$ cat config.mk
export PLATFORM = sky130hd
export DESIGN_NAME = ctrl_sequencer
export DESIGN_NICKNAME = d
export VERILOG_FILES = /design/src/rtl/cpu_defs.sv /design/src/rtl/t_ring_counter.sv /design/src/rtl/ctrl_sequencer.sv
export SDC_FILE = /design/constraint.sdc
export NUM_CORES = 1
export LEC_CHECK = 0
export CELL_PAD_IN_SITES_DETAIL_PLACEMENT = 1
export CELL_PAD_IN_SITES_GLOBAL_PLACEMENT = 2
export CORE_UTILIZATION = 17
export CTS_CLUSTER_SIZE = 30
export DETAILED_ROUTE_END_ITERATION = 8
export GPL_TIMING_DRIVEN = 0
export MAX_ROUTING_LAYER = met4
export PLACE_DENSITY_LB_ADDON = 0.05
export SETUP_SLACK_MARGIN = 0.02
export SYNTH_ARGS = -nofsm -noshare
export SYNTH_HDL_FRONTEND = slang
export SYNTH_SLANG_ARGS = --single-unit
$ cat constraint.sdc
create_clock -name clk -period 1.3 [get_ports clk]
set_input_delay 0.195 -clock clk [delete_from_list [all_inputs] [get_ports clk]]
set_output_delay 0.195 -clock clk [all_outputs]
set_load 0.01 [all_outputs]
$ cat src/rtl/cpu_defs.sv
// cpu_defs: shared opcode, T-state and width constants for the accumulator CPU
package cpu_defs;
  localparam int OPC_W = 4;
  localparam int T_LEN = 6;
  localparam logic [3:0] OP_LDA = 4'h0;
  localparam logic [3:0] OP_ADD = 4'h1;
  localparam logic [3:0] OP_SUB = 4'h2;
  localparam logic [3:0] OP_JMP = 4'h3;
  localparam logic [3:0] OP_JZ  = 4'h4;
  localparam logic [3:0] OP_OUT = 4'hE;
  localparam logic [3:0] OP_HLT = 4'hF;
  localparam logic [5:0] T1 = 6'b000001;
  localparam logic [5:0] T2 = 6'b000010;
  localparam logic [5:0] T3 = 6'b000100;
  localparam logic [5:0] T4 = 6'b001000;
  localparam logic [5:0] T5 = 6'b010000;
  localparam logic [5:0] T6 = 6'b100000;
endpackage

$ cat src/rtl/t_ring_counter.sv
// t_ring_counter: one-hot T1..T6 ring, rotates every enabled clock
module t_ring_counter import cpu_defs::*; (
  input  logic             clk,
  input  logic             reset,
  input  logic             en,
  output logic [T_LEN-1:0] t_state
);
  always_ff @(posedge clk)
    t_state <= reset ? T1 : en ? {t_state[T_LEN-2:0], t_state[T_LEN-1]} : t_state;
endmodule

$ cat src/rtl/ctrl_sequencer.sv
// ctrl_sequencer: T-state decode and HLT logic; CTRL_JUMP_EN adds JMP/JZ via l_pc
module ctrl_sequencer import cpu_defs::*; #(
  parameter int               OPC_W   = cpu_defs::OPC_W,
  parameter int               T_LEN   = cpu_defs::T_LEN,
  parameter logic [OPC_W-1:0] HLT_OPC = cpu_defs::OP_HLT
) (
  input  logic             clk,
  input  logic             reset,
  input  logic [OPC_W-1:0] opcode,
  input  logic             zero_flag,
  output logic [T_LEN-1:0] t_state,
  output logic             ep, cp, lm,
  output logic             ce, li, ei,
  output logic             la, ea,
  output logic             lb, su, eu,
  output logic             lo,
  output logic             l_pc,
  output logic             halted
);
  logic [T_LEN-1:0] ring;
  logic lda, add, sub, out, mem, jump;
  t_ring_counter u_ring (.clk(clk), .reset(reset), .en(~halted), .t_state(ring));
  // the ring freezes while halted, so masking it gives the all-zero halted view
  assign t_state = halted ? '0 : ring;
  always_ff @(posedge clk)
    halted <= reset ? 1'b0 : halted | (ring[3] & (opcode == HLT_OPC));
  assign lda = opcode == OP_LDA;
  assign add = opcode == OP_ADD;
  assign sub = opcode == OP_SUB;
  assign out = opcode == OP_OUT;
  assign mem = lda | add | sub;
  always_comb begin
`ifdef CTRL_JUMP_EN
    jump = t_state[3] & ((opcode == OP_JMP) | ((opcode == OP_JZ) & zero_flag));
`else
    jump = 1'b0;
`endif
    ep   = t_state[0];
    cp   = t_state[1];
    li   = t_state[2];
    lm   = t_state[0] | (t_state[3] & mem);
    ce   = t_state[2] | (t_state[4] & mem);
    ei   = (t_state[3] & mem) | jump;
    la   = (t_state[4] & lda) | (t_state[5] & (add | sub));
    lb   = t_state[4] & (add | sub);
    eu   = t_state[5] & (add | sub);
    su   = t_state[5] & sub;
    ea   = t_state[3] & out;
    lo   = t_state[3] & out;
    l_pc = jump;
  end
endmodule
After elaboration in Yosys (flattened, before gate mapping)
Cells that the tools add are included.

Logic and storage cells: 23. Input bits: 7. Register bits: 7.

Muxes and demuxes: 1. Bitwise operators: 15. Reductions and logical operators: 1. Equal/unequal tests: 4.

Operator list (count): 1-bit bitwise AND (8); 4-bit == test, second input constant (2); 1-bit bitwise OR (7); 6-bit 2-to-1 mux (1); 4-bit by 1-bit == test with 1-bit output, second input constant (1); 4-bit by 2-bit == test with 1-bit output, second input constant (1); 4-bit logical NOT (1).

Logic depth before layout (Yosys ltp)
Depth after elaboration: 5. Gate-level depth with buffers: 3.

By module
Synthesis repeated with hierarchy kept, for this count alone.

Cell total of the unflattened synthesis: 51. Area, all modules: 462.9 µm².

By module, submodules not included: ctrl_sequencer (cells each 32, area an instance 245.2 µm², instances 1); t_ring_counter (cells each 19, area an instance 217.7 µm², instances 1).

Worst setup path before layout
OpenSTA, ideal clock, no wires.

Path kind: register -> output. Start: register halted. End: output lo. Data arrival time: 1.129 ns. Slack: -0.024 ns. Cell stages (with the launch flop): 4. Cells stage by stage: dfxtp_1 -> nand2b_1 -> nor3_1 -> buf_4.

Word-level cells in the longest chain between the ends: 2.

Ends and longest elaborated chain: from (decl) (RTL line ctrl_sequencer.sv:18) `output logic halted`; from (signal assigned) (RTL line ctrl_sequencer.sv:26) `halted <= reset ? 1'b0 : halted | (ring[3] & (opcode == HLT_OPC));`; 6-bit 2-to-1 mux (RTL line ctrl_sequencer.sv:24) `assign t_state = halted ? '0 : ring;`; 1-bit bitwise AND; to (decl) (RTL line ctrl_sequencer.sv:16) `output logic lo,`.

Every way passes these cells.

Worst setup path in the final report
Start: register halted. End: output la.

Word-level cells in the longest chain between the ends: 3. Elaborated cells on any way between the ends: 4. Classes of those cells: mux: 1; bitwise: 3.

Ends and longest elaborated chain: 6-bit 2-to-1 mux * (RTL line ctrl_sequencer.sv:24); 1-bit bitwise AND (RTL line ctrl_sequencer.sv:44) `la = (t_state[4] & lda) | (t_state[5] & (add | sub));`; 1-bit bitwise OR * (RTL line ctrl_sequencer.sv:44); to (decl) (RTL line ctrl_sequencer.sv:14) `output logic la, ea,`.

Every way passes the cells marked *; elsewhere a longest branch is shown, timed or not.

==> run summary <==
========================================================================================
Clock tree skew after final layout                                          0.0006440 ns
Average detailed-routed wire length per instance                            11.63 microns
Yosys warning total                                                                    0
Area of the die                                                             0.002676 sq mm
Number of synthesized register bits                                                    7
Filler Cell Count                                                                    278
Setup slack of the most critical reg-to-reg path                                 0.22 ns
Synthesized cell area                                                        420.4 sq um
Clock Tree Root                                                             sky130_fd_sc_hd__clkbuf_4
Switch Pwr                                                                     0.1421 mW
Combined buffer and inverter count along the critical path                             1
Seq. cell area                                                               145.1 sq um
Data required time at the worst endpoint                                         1.11 ns
Static leakage power                                                           0.3987 nW
Largest net degree at the start of global routing                                      9
Area taken by multi-input logic gates                                        276.5 sq um
Number of rows created at floorplan                                                   17
Height of the die                                                           51.73 microns
Via count of the first global-routing pass                                           519
Number of diodes added for antenna fixing                                              0
Final core utilization                                                            36.78%
Register area share after synthesis                                               33.33%
Floorplan core area                                                         0.002276 sq mm
Number of buffers added by the clock tree synthesis step                               3
Vias per std cell                                                                  4.107
Setup violations, final                                                               12
Final setup margin                                                            -0.2723 ns
Weighted congestion at the end of routability-driven global placement             0.6613
Hold-fix buffers at CTS                                                                0
Overall Global Routing Usage                                                      12.56%
Slowest cell on crit path                                                   sky130_fd_sc_hd__or4b_4
Number of vias in the routed layout                                                  497
Area delta synth->final                                                           99.11%
RSZ-0062 raised after global routing                                                true
Length of the first detailed-routing pass in iterations                                2
Arrival @ worst endpoint                                                         1.38 ns
Clock tree buffer depth                                                                2
Critical-path maximum fanout                                                           5
Period Utilization, post-route                                                    120.9%
DR DRC count                                                                           0
Hold Vio Cnt, Final                                                                    0
Final critical path time including I/O delays and setup                         1.572 ns
Power share of the clock group                                                     35.1%
Die outline width                                                           51.73 microns
Sequential share of power                                                          41.6%
Setup CP Type                                                               register to output port
Total of max-cap violations                                                            0
Element type at the critical path start                                         register
Number of clock sinks                                                                  7
Initial antenna violation count                                                        0
Final instance count without filler cells                                            121
Hold Crit Class                                                             input pin to register
Synthesized Nets                                                                      62
Dpl ws                                                                        -0.8317 ns
CP max stage delay                                                               0.51 ns
GRT overflow                                                                           0
Average instance area after synthesis                                        7.644 sq um
IO buf count                                                                          24
Total power per unit cell area                                              652.8 mW/mm^2
Layout cell share with drive strength beyond 1                                    62.37%
Switching fraction of total power                                                 26.01%
Total internal power                                                           0.4043 mW
Total placed cells including tap cells                                               107
Worst setup EP type                                                          output port
Proportion of netlist area held by the largest area contributor                   33.33%
Main area contributors after synthesis                                      sky130_fd_sc_hd__dfxtp_1 33%, sky130_fd_sc_hd__buf_4 8.9%, sky130_fd_sc_hd__nand2b_1 8.9%
Worst-skew pair later-pin latency                                                0.24 ns
CP delay by family, top                                                     simple AND/OR/NAND/NOR gates
CTS tree                                                                           built
Total half-perimeter wirelength after legalization and detailed placement    973 microns
Aggregate routed wire length                                                1407 microns
Failing checks                                                              setup timing
Result of the run                                                           finished, violations left
Worst-path cell chain                                                       or4b_4, o2bb2ai_2, buf_2
First-pass GRT wire length                                                  2387 microns
Number of distinct library cells after synthesis                                      21
Final net count                                                                      101
Area leader, netlist                                                        sky130_fd_sc_hd__dfxtp_1
Clock-pin slew of the registers on the worst-case setup and hold paths           0.05 ns
Combinational Power Share                                                          23.3%
I/O pins                                                                              27
Antenna viol nets, final                                                               0
Final Total Pwr                                                                0.5465 mW
Detailed Route Iter0 Violations                                                        3
Number of pins exceeding their max-slew limit in the final report                      0
Initial Util                                                                      18.47%
Cells after Synth                                                                     55
Number of H-tree branching levels                                                      1
Worst-case vdd ir drop                                                         0.5612 mV
Peak Freq                                                                      636.0 MHz
========================================================================================
==> power by group through the flow <==
stage | logic, mW | clock network, mW | registers (mW)
after floorplan | 0.0482 | 0 | 0.230
after global placement | 0.113 | 0 | 0.231
after detailed placement | 0.113 | 0 | 0.231
after CTS | 0.119 | 0.200 | 0.226
after global routing | 0.139 | 0.223 | 0.228
final | 0.127 | 0.192 | 0.227
==> layout by cell type, fill, tap and decap left out, types with 3 or more instances in the layout <==
master,instances
sky130_fd_sc_hd__a21oi_1,5
sky130_fd_sc_hd__buf_2,10
sky130_fd_sc_hd__buf_4,12
sky130_fd_sc_hd__buf_6,9
sky130_fd_sc_hd__clkbuf_4,3
sky130_fd_sc_hd__clkdlybuf4s15_2,3
sky130_fd_sc_hd__dfxtp_1,5
sky130_fd_sc_hd__inv_1,3
sky130_fd_sc_hd__nand2_1,6
sky130_fd_sc_hd__nand2b_4,3
sky130_fd_sc_hd__nor2_2,3
==> stage by stage <==
step	area (sq um)	hold WS [ns]	setup TNS (ns)
final	837.1	0.2858	-1.652
after global routing	837.1	0.3136	-2.500
after CTS	803.3	0.3750	-1.664
after detailed placement	700.7	0.4634	-7.720
after global placement	700.7	0.4580	-7.736
after floorplan	425.4	0.2641	0
==> cells in the mapped netlist <==
cell and instances:
sky130_fd_sc_hd__mux2i_1 1, sky130_fd_sc_hd__nand2b_1 6, sky130_fd_sc_hd__xnor2_1 1, sky130_fd_sc_hd__nor4_1 1, sky130_fd_sc_hd__o22ai_1 1, sky130_fd_sc_hd__o21ai_1 2, sky130_fd_sc_hd__nor3_1 2, sky130_fd_sc_hd__inv_1 6
sky130_fd_sc_hd__o2bb2ai_2 1, sky130_fd_sc_hd__buf_2 1, sky130_fd_sc_hd__nand2_1 6, sky130_fd_sc_hd__conb_1 1, sky130_fd_sc_hd__buf_4 5, sky130_fd_sc_hd__or4b_4 1, sky130_fd_sc_hd__nor3b_1 1, sky130_fd_sc_hd__dfxtp_1 7
sky130_fd_sc_hd__a211o_1 1, sky130_fd_sc_hd__nor2b_1 1, sky130_fd_sc_hd__a21oi_1 5, sky130_fd_sc_hd__nor2_1 4, sky130_fd_sc_hd__nand4b_1 1
==> path summary, 6_finish.rpt <==
check / end / start / depth (start not counted)
max: la / halted$_SDFF_PP0_ / 3
min: halted$_SDFF_PP0_ / opcode[1] / 3
max reg2reg: u_ring.t_state[2]$_SDFFE_PP0N_ / halted$_SDFF_PP0_ / 5
min reg2reg: u_ring.t_state[5]$_SDFFE_PP0N_ / u_ring.t_state[5]$_SDFFE_PP0N_ / 2
==> worst min-delay path, cell delays in order <==
cell and delay (ns):
sky130_fd_sc_hd__clkbuf_2 0.13, sky130_fd_sc_hd__nand4b_1 0.10, sky130_fd_sc_hd__o22ai_1 0.06
==> flip-flops by register name (all words and copies together), names as in the netlist <==
signal,flops
u_ring.t_state,6
halted,1
==> cell type report <==
type                    instances  share of cell area, %
clock buffers                   4                  3.139
multi-input cells              36                  33.03
repair buffers                 34                  32.59
plain buffers                   6                  6.726
inverters                       6                  2.990
well taps                      28                  4.185
flip-flops and latches          7                  17.34
==> cell families after synthesis <==
group / share of synthesized area (%)
other cells: 0.8920
xor+xnor: 2.084
compound gates: 15.48
mux: 2.381
flops: 33.33
simple gates: 30.36
buf+inv: 15.48
==> per-layer routing <==
metal / track usage (%) / vias up / routed length, microns
met5: - / - / 0
met4: 4.054 / 0 / 0
met3: 4.094 / 0 / 100
met2: 19.05 / 17 / 669
met1: 15.72 / 229 / 637
li1: - / 251 / -
==> timing repair <==
item                                    4_1_cts  5_1_grt
buffers inserted                              7        3
pin swaps                                     5        2
cloned                                        0        0
endpoints found under the setup margin       19       18
gates resized for setup                      90       26
Power figures use the tool's default switching activity.
==> variant 1: new RTL, same flow settings <==
Build with the macro `CTRL_JUMP_EN` defined.
--- a/src/rtl/ctrl_sequencer.sv
+++ b/src/rtl/ctrl_sequencer.sv
@@ -1,4 +1,6 @@
 // ctrl_sequencer: T-state decode and HLT logic; CTRL_JUMP_EN adds JMP/JZ via l_pc
+`define CTRL_JUMP_EN
+
 module ctrl_sequencer import cpu_defs::*; #(
   parameter int               OPC_W   = cpu_defs::OPC_W,
   parameter int               T_LEN   = cpu_defs::T_LEN,
Check against the original RTL: not equivalent (Yosys sat finds a counterexample within 4 cycles, from zero or initial values and one cycle with reset high).
==> variant 1 against the original RTL <==
  * The flow still finishes with violations (negative setup slack)
  * Sequential cell count is the same
  * Area after synthesis increased by 11%
  * Worst setup slack got worse by 0.055 ns
  * Power is 2.0% higher
  * Cell count increased by 3.3%
  * Design area grew 6.0%
  * Wire length up 1.2%
  * Critical path type unchanged
  * Largest cell class unchanged
==> variant 1: results <==
export IMPL_area_share_clock_buf_inv_pct=2.96
export IMPL_synthTopCellsByArea="dfxtp_1 (30%), nand2b_1 (8.1%), buf_4 (6.5%), a21oi_1 (5.4%), inv_1 (4.8%)"
export IMPL_multi_input_comb_cells=39
export IMPL_register_area_sq_um=144
export IMPL_failed_checks="negative setup slack"
export IMPL_track_usage_pct=10.6
export IMPL_place_gp_congestion=0.672
export IMPL_fillers=319
export IMPL_layout_drive_gt1_share_pct=58.9
export IMPL_grt_pass1_wl_um=2050
export IMPL_setup_viol=15
export IMPL_nets=103
export IMPL_ys_types=25
export IMPL_synthTopCellsByCount="dfxtp_1 (7), inv_1 (6), nand2_1 (6), nand2b_1 (6), a21oi_1 (5)"
export IMPL_synth_xor_area_share_pct=1.88
export IMPL_clock_skew_ns=0.00132
export IMPL_status="complete, but fails checks"
export IMPL_total_leakage_power_nw=0.422
export IMPL_finalNonFillerCells=125
export IMPL_vdd_drop_max_mv=0.474
export IMPL_syn_inst=58
export IMPL_io_buffers=25
export IMPL_finalWorstSetupSlack_ns=-0.327
export IMPL_grt_max_degree=11
export IMPL_rr_endpoint="u_ring.t_state[3]$_SDFFE_PP0N_"
export IMPL_synth_nets=65
export IMPL_synth_compound_area_share_pct=18.8
export IMPL_grt_pass1_vias=450
export IMPL_detail_route_first_pass_iterations=3
export IMPL_crit_path_max_fanout=6
export IMPL_wl_per_cell_um=11.4
export IMPL_hpwl_um=981
export IMPL_max_stage_delay_ns=0.56
export IMPL_dpl_cell_count=113
export IMPL_vias=539
export IMPL_synth_mux_area_fraction_pct=2.15
export IMPL_cp_arrival_ns=1.43
export IMPL_yosysSeqAreaShare_pct=30.1
export IMPL_final_nonclk_buf_share_pct=37.4
export IMPL_multi_input_area_share_pct=36.7
-- variant 1: critical path: cells and delay by family, from the launching register on --
kind	cells	cell delay, ns
flops	1	0.36
simple gates	1	0.56
buf+inv	1	0.16
compound gates	1	0.10
-- variant 1: how the worst min path moves through the flow --
stage                                         startpoint                              to  slack, ns  depth (start not counted)
after floorplan                                    reset  u_ring.t_state[1]$_SDFFE_PP0N_       0.26                          1
final                                          opcode[0]               halted$_SDFF_PP0_       0.23                          3
after CTS                                      opcode[0]               halted$_SDFF_PP0_       0.23                          3
after detailed placement  u_ring.t_state[4]$_SDFFE_PP0N_  u_ring.t_state[4]$_SDFFE_PP0N_       0.46                          2
after global routing                           opcode[0]               halted$_SDFF_PP0_       0.22                          3
after global placement    u_ring.t_state[4]$_SDFFE_PP0N_  u_ring.t_state[4]$_SDFFE_PP0N_       0.44                          2
-- variant 1: layer usage --
metal  GRT usage (%)  vias to the layer above  routed length, um
met5               -                        -                  0
met4            3.85                        0                  9
met3            5.00                        2                 80
met2            15.0                       16                690
met1            12.8                      251                643
li1                -                      270                  -
-- variant 1: power breakdown --
| group | total (mW) | internal [mW] | switching (mW) |
|---|---|---|---|
| Combinational | 0.133 | 0.0702 | 0.0632 |
| Sequential | 0.226 | 0.220 | 0.00609 |
| Clock | 0.198 | 0.117 | 0.0806 |
-- variant 1: what timing repair did --
item                       in CTS  in global routing
buffers inserted                3                  5
setup endpoints to repair      20                 19
resized for setup              67                 40
pin swaps                       2                  5
-- variant 1: through the flow --
stage               setup WS, ns  area (sq um)  hold WS [ns]  total power [mW]
global route              -0.392           887         0.221             0.608
detailed placement        -0.883           758         0.455             0.354
floorplan                 0.0265           470         0.264             0.286
global placement          -0.884           758         0.442             0.354
finish                    -0.327           887         0.231             0.557
CTS                       -0.334           787         0.230             0.551
==> variant 2: new RTL, config.mk and constraints unchanged <==
Made on the original files. Put a register stage on the output `li`. The value now appears one clock later. The other outputs are not delayed to match.
--- a/src/rtl/ctrl_sequencer.sv
+++ b/src/rtl/ctrl_sequencer.sv
@@ -17,6 +17,8 @@
   output logic             l_pc,
   output logic             halted
 );
+
+  logic li_d;
   logic [T_LEN-1:0] ring;
   logic lda, add, sub, out, mem, jump;
   t_ring_counter u_ring (.clk(clk), .reset(reset), .en(~halted), .t_state(ring));
@@ -37,7 +39,7 @@
 `endif
     ep   = t_state[0];
     cp   = t_state[1];
-    li   = t_state[2];
+    li_d = t_state[2];
     lm   = t_state[0] | (t_state[3] & mem);
     ce   = t_state[2] | (t_state[4] & mem);
     ei   = (t_state[3] & mem) | jump;
@@ -49,4 +51,8 @@
     lo   = t_state[3] & out;
     l_pc = jump;
   end
+  always_ff @(posedge clk) begin
+    li <= li_d;
+  end
+
 endmodule
Check against the original RTL: not equivalent (a bounded check fails within 4 cycles, from zero or initial values and one cycle with reset high).
==> variant 2 against the original RTL <==
  * The flow still finishes with violations (negative setup slack)
  * Sequential cell count is 1 higher
  * Critical path depth unchanged
  * Worst setup slack got worse by 0.0012 ns
  * Area after synthesis up 3.0%
  * Register-to-register slack got worse by 0.08 ns
  * Count of clock-buffer cells in the layout decreased by 1
  * Global-route usage down 0.49 points
  * Combinational power rose by 4%
  * Sequential share of layout area up 1.8 points
  * Power increased by 6.7%
  * Design area rose by 2.4%
  * Wire length is 0.14% higher
==> variant 2: results <==
export IMPL_status="complete, but fails checks"
export IMPL_failed_checks="negative setup slack"
export IMPL_dpl_cell_count=107
export IMPL_finalNonFillerCells=119
export IMPL_place_gp_congestion=0.647
export IMPL_clock_skew_ns=0.00216
export IMPL_detail_route_first_pass_iterations=2
export IMPL_powerComb_mw=0.132
export IMPL_reg_top3="u_ring.t_state x6, halted x1, li x1"
export IMPL_hpwl_um=964
export IMPL_io_buffers=24
export IMPL_ys_types=21
export IMPL_finalWorstSetupSlack_ns=-0.273
export IMPL_yosysSeqAreaShare_pct=37.0
export IMPL_vdd_drop_max_mv=0.453
export IMPL_synth_compound_area_share_pct=15.0
export IMPL_nets=100
export IMPL_cp_arrival_ns=1.38
export IMPL_grt_pass1_wl_um=2250
export IMPL_synth_mux_area_fraction_pct=2.31
export IMPL_grt_pass1_vias=466
export IMPL_pg_seq_mw=0.259
export IMPL_p_sw_mw=0.155
export IMPL_grt_max_degree=11
export IMPL_holdCritPathClass="input pin to register"
export IMPL_vias=504
export IMPL_track_usage_pct=12.1
export IMPL_synth_xor_area_share_pct=2.02
export IMPL_post_cts_buffers=6
export IMPL_totalWireLength_um=1410
export IMPL_drt_iter0_drc=3
export IMPL_synthTopCellsByArea="dfxtp_1 (37%), nand2b_1 (8.7%), buf_4 (6.9%), a21oi_1 (5.8%), inv_1 (5.2%)"
export IMPL_setup_viol=13
export IMPL_rrSetupSlack_ns=0.14
export IMPL_cts_root_buf="clkbuf_4"
export IMPL_layout_drive_gt1_share_pct=54.9
export IMPL_synthFlopType="dfxtp_1"
export IMPL_diodes=0
export IMPL_total_leakage_power_nw=0.407
export IMPL_synthTopCellsByCount="dfxtp_1 (8), inv_1 (6), nand2_1 (6), nand2b_1 (6), a21oi_1 (5)"
export IMPL_cts_resized=93
export IMPL_crit_path_max_fanout=6
export IMPL_tns_ns=-1.73
export IMPL_rr_endpoint="u_ring.t_state[1]$_SDFFE_PP0N_"
export IMPL_insertion_delay_ns=0.26
export IMPL_clockBufferDepth=2
export IMPL_pre_cts_slack_ns=-0.835
export IMPL_reg2reg_depth=6
## variant 2: worst max-delay path: cells and delay by family, from the launching register on
| family | cells | cell delay [ns] |
|---|---|---|
| simple gates | 1 | 0.50 |
| flops | 1 | 0.36 |
| buf+inv | 1 | 0.14 |
| compound gates | 1 | 0.12 |
## variant 2: metrics by stage
stage	total power [mW]	hold slack, ns	utilization [%]	cell area, sq um
global placement	0.375	0.456	31.0	713
finish	0.583	0.426	37.3	857
floorplan	0.309	0.264	-	438
detailed placement	0.375	0.456	31.0	713
CTS	0.575	0.378	33.6	772
global route	0.619	0.458	37.3	857
## variant 2: area by class of cell
type | count | area, sq um
Buffer | 5 | 41.3
Clock buffer | 3 | 22.5
Fill cell | 284 | 1440
Inverter | 6 | 25.0
Multi-Input combinational cell | 36 | 279
Sequential cell | 8 | 164
Tap cell | 28 | 35.0
Timing Repair Buffer | 33 | 290
## variant 2: how the worst min path moves through the flow
stage / from / endpoint / slack (ns) / cells past startpoint
finish: opcode[1] / halted$_SDFF_PP0_ / 0.43 / 3
global route: opcode[1] / halted$_SDFF_PP0_ / 0.46 / 3
CTS: opcode[1] / halted$_SDFF_PP0_ / 0.38 / 3
detailed placement: u_ring.t_state[0]$_SDFFE_PP1N_ / u_ring.t_state[0]$_SDFFE_PP1N_ / 0.46 / 2
global placement: u_ring.t_state[0]$_SDFFE_PP1N_ / u_ring.t_state[0]$_SDFFE_PP1N_ / 0.46 / 2
floorplan: reset / u_ring.t_state[1]$_SDFFE_PP0N_ / 0.26 / 1
## variant 2: per-layer routing
layer	track usage, %	wire length, um	vias up
met5	-	0	-
met4	3.95	6	0
met3	5.22	88	2
met2	17.5	660	17
met1	14.9	653	235
li1	-	-	250
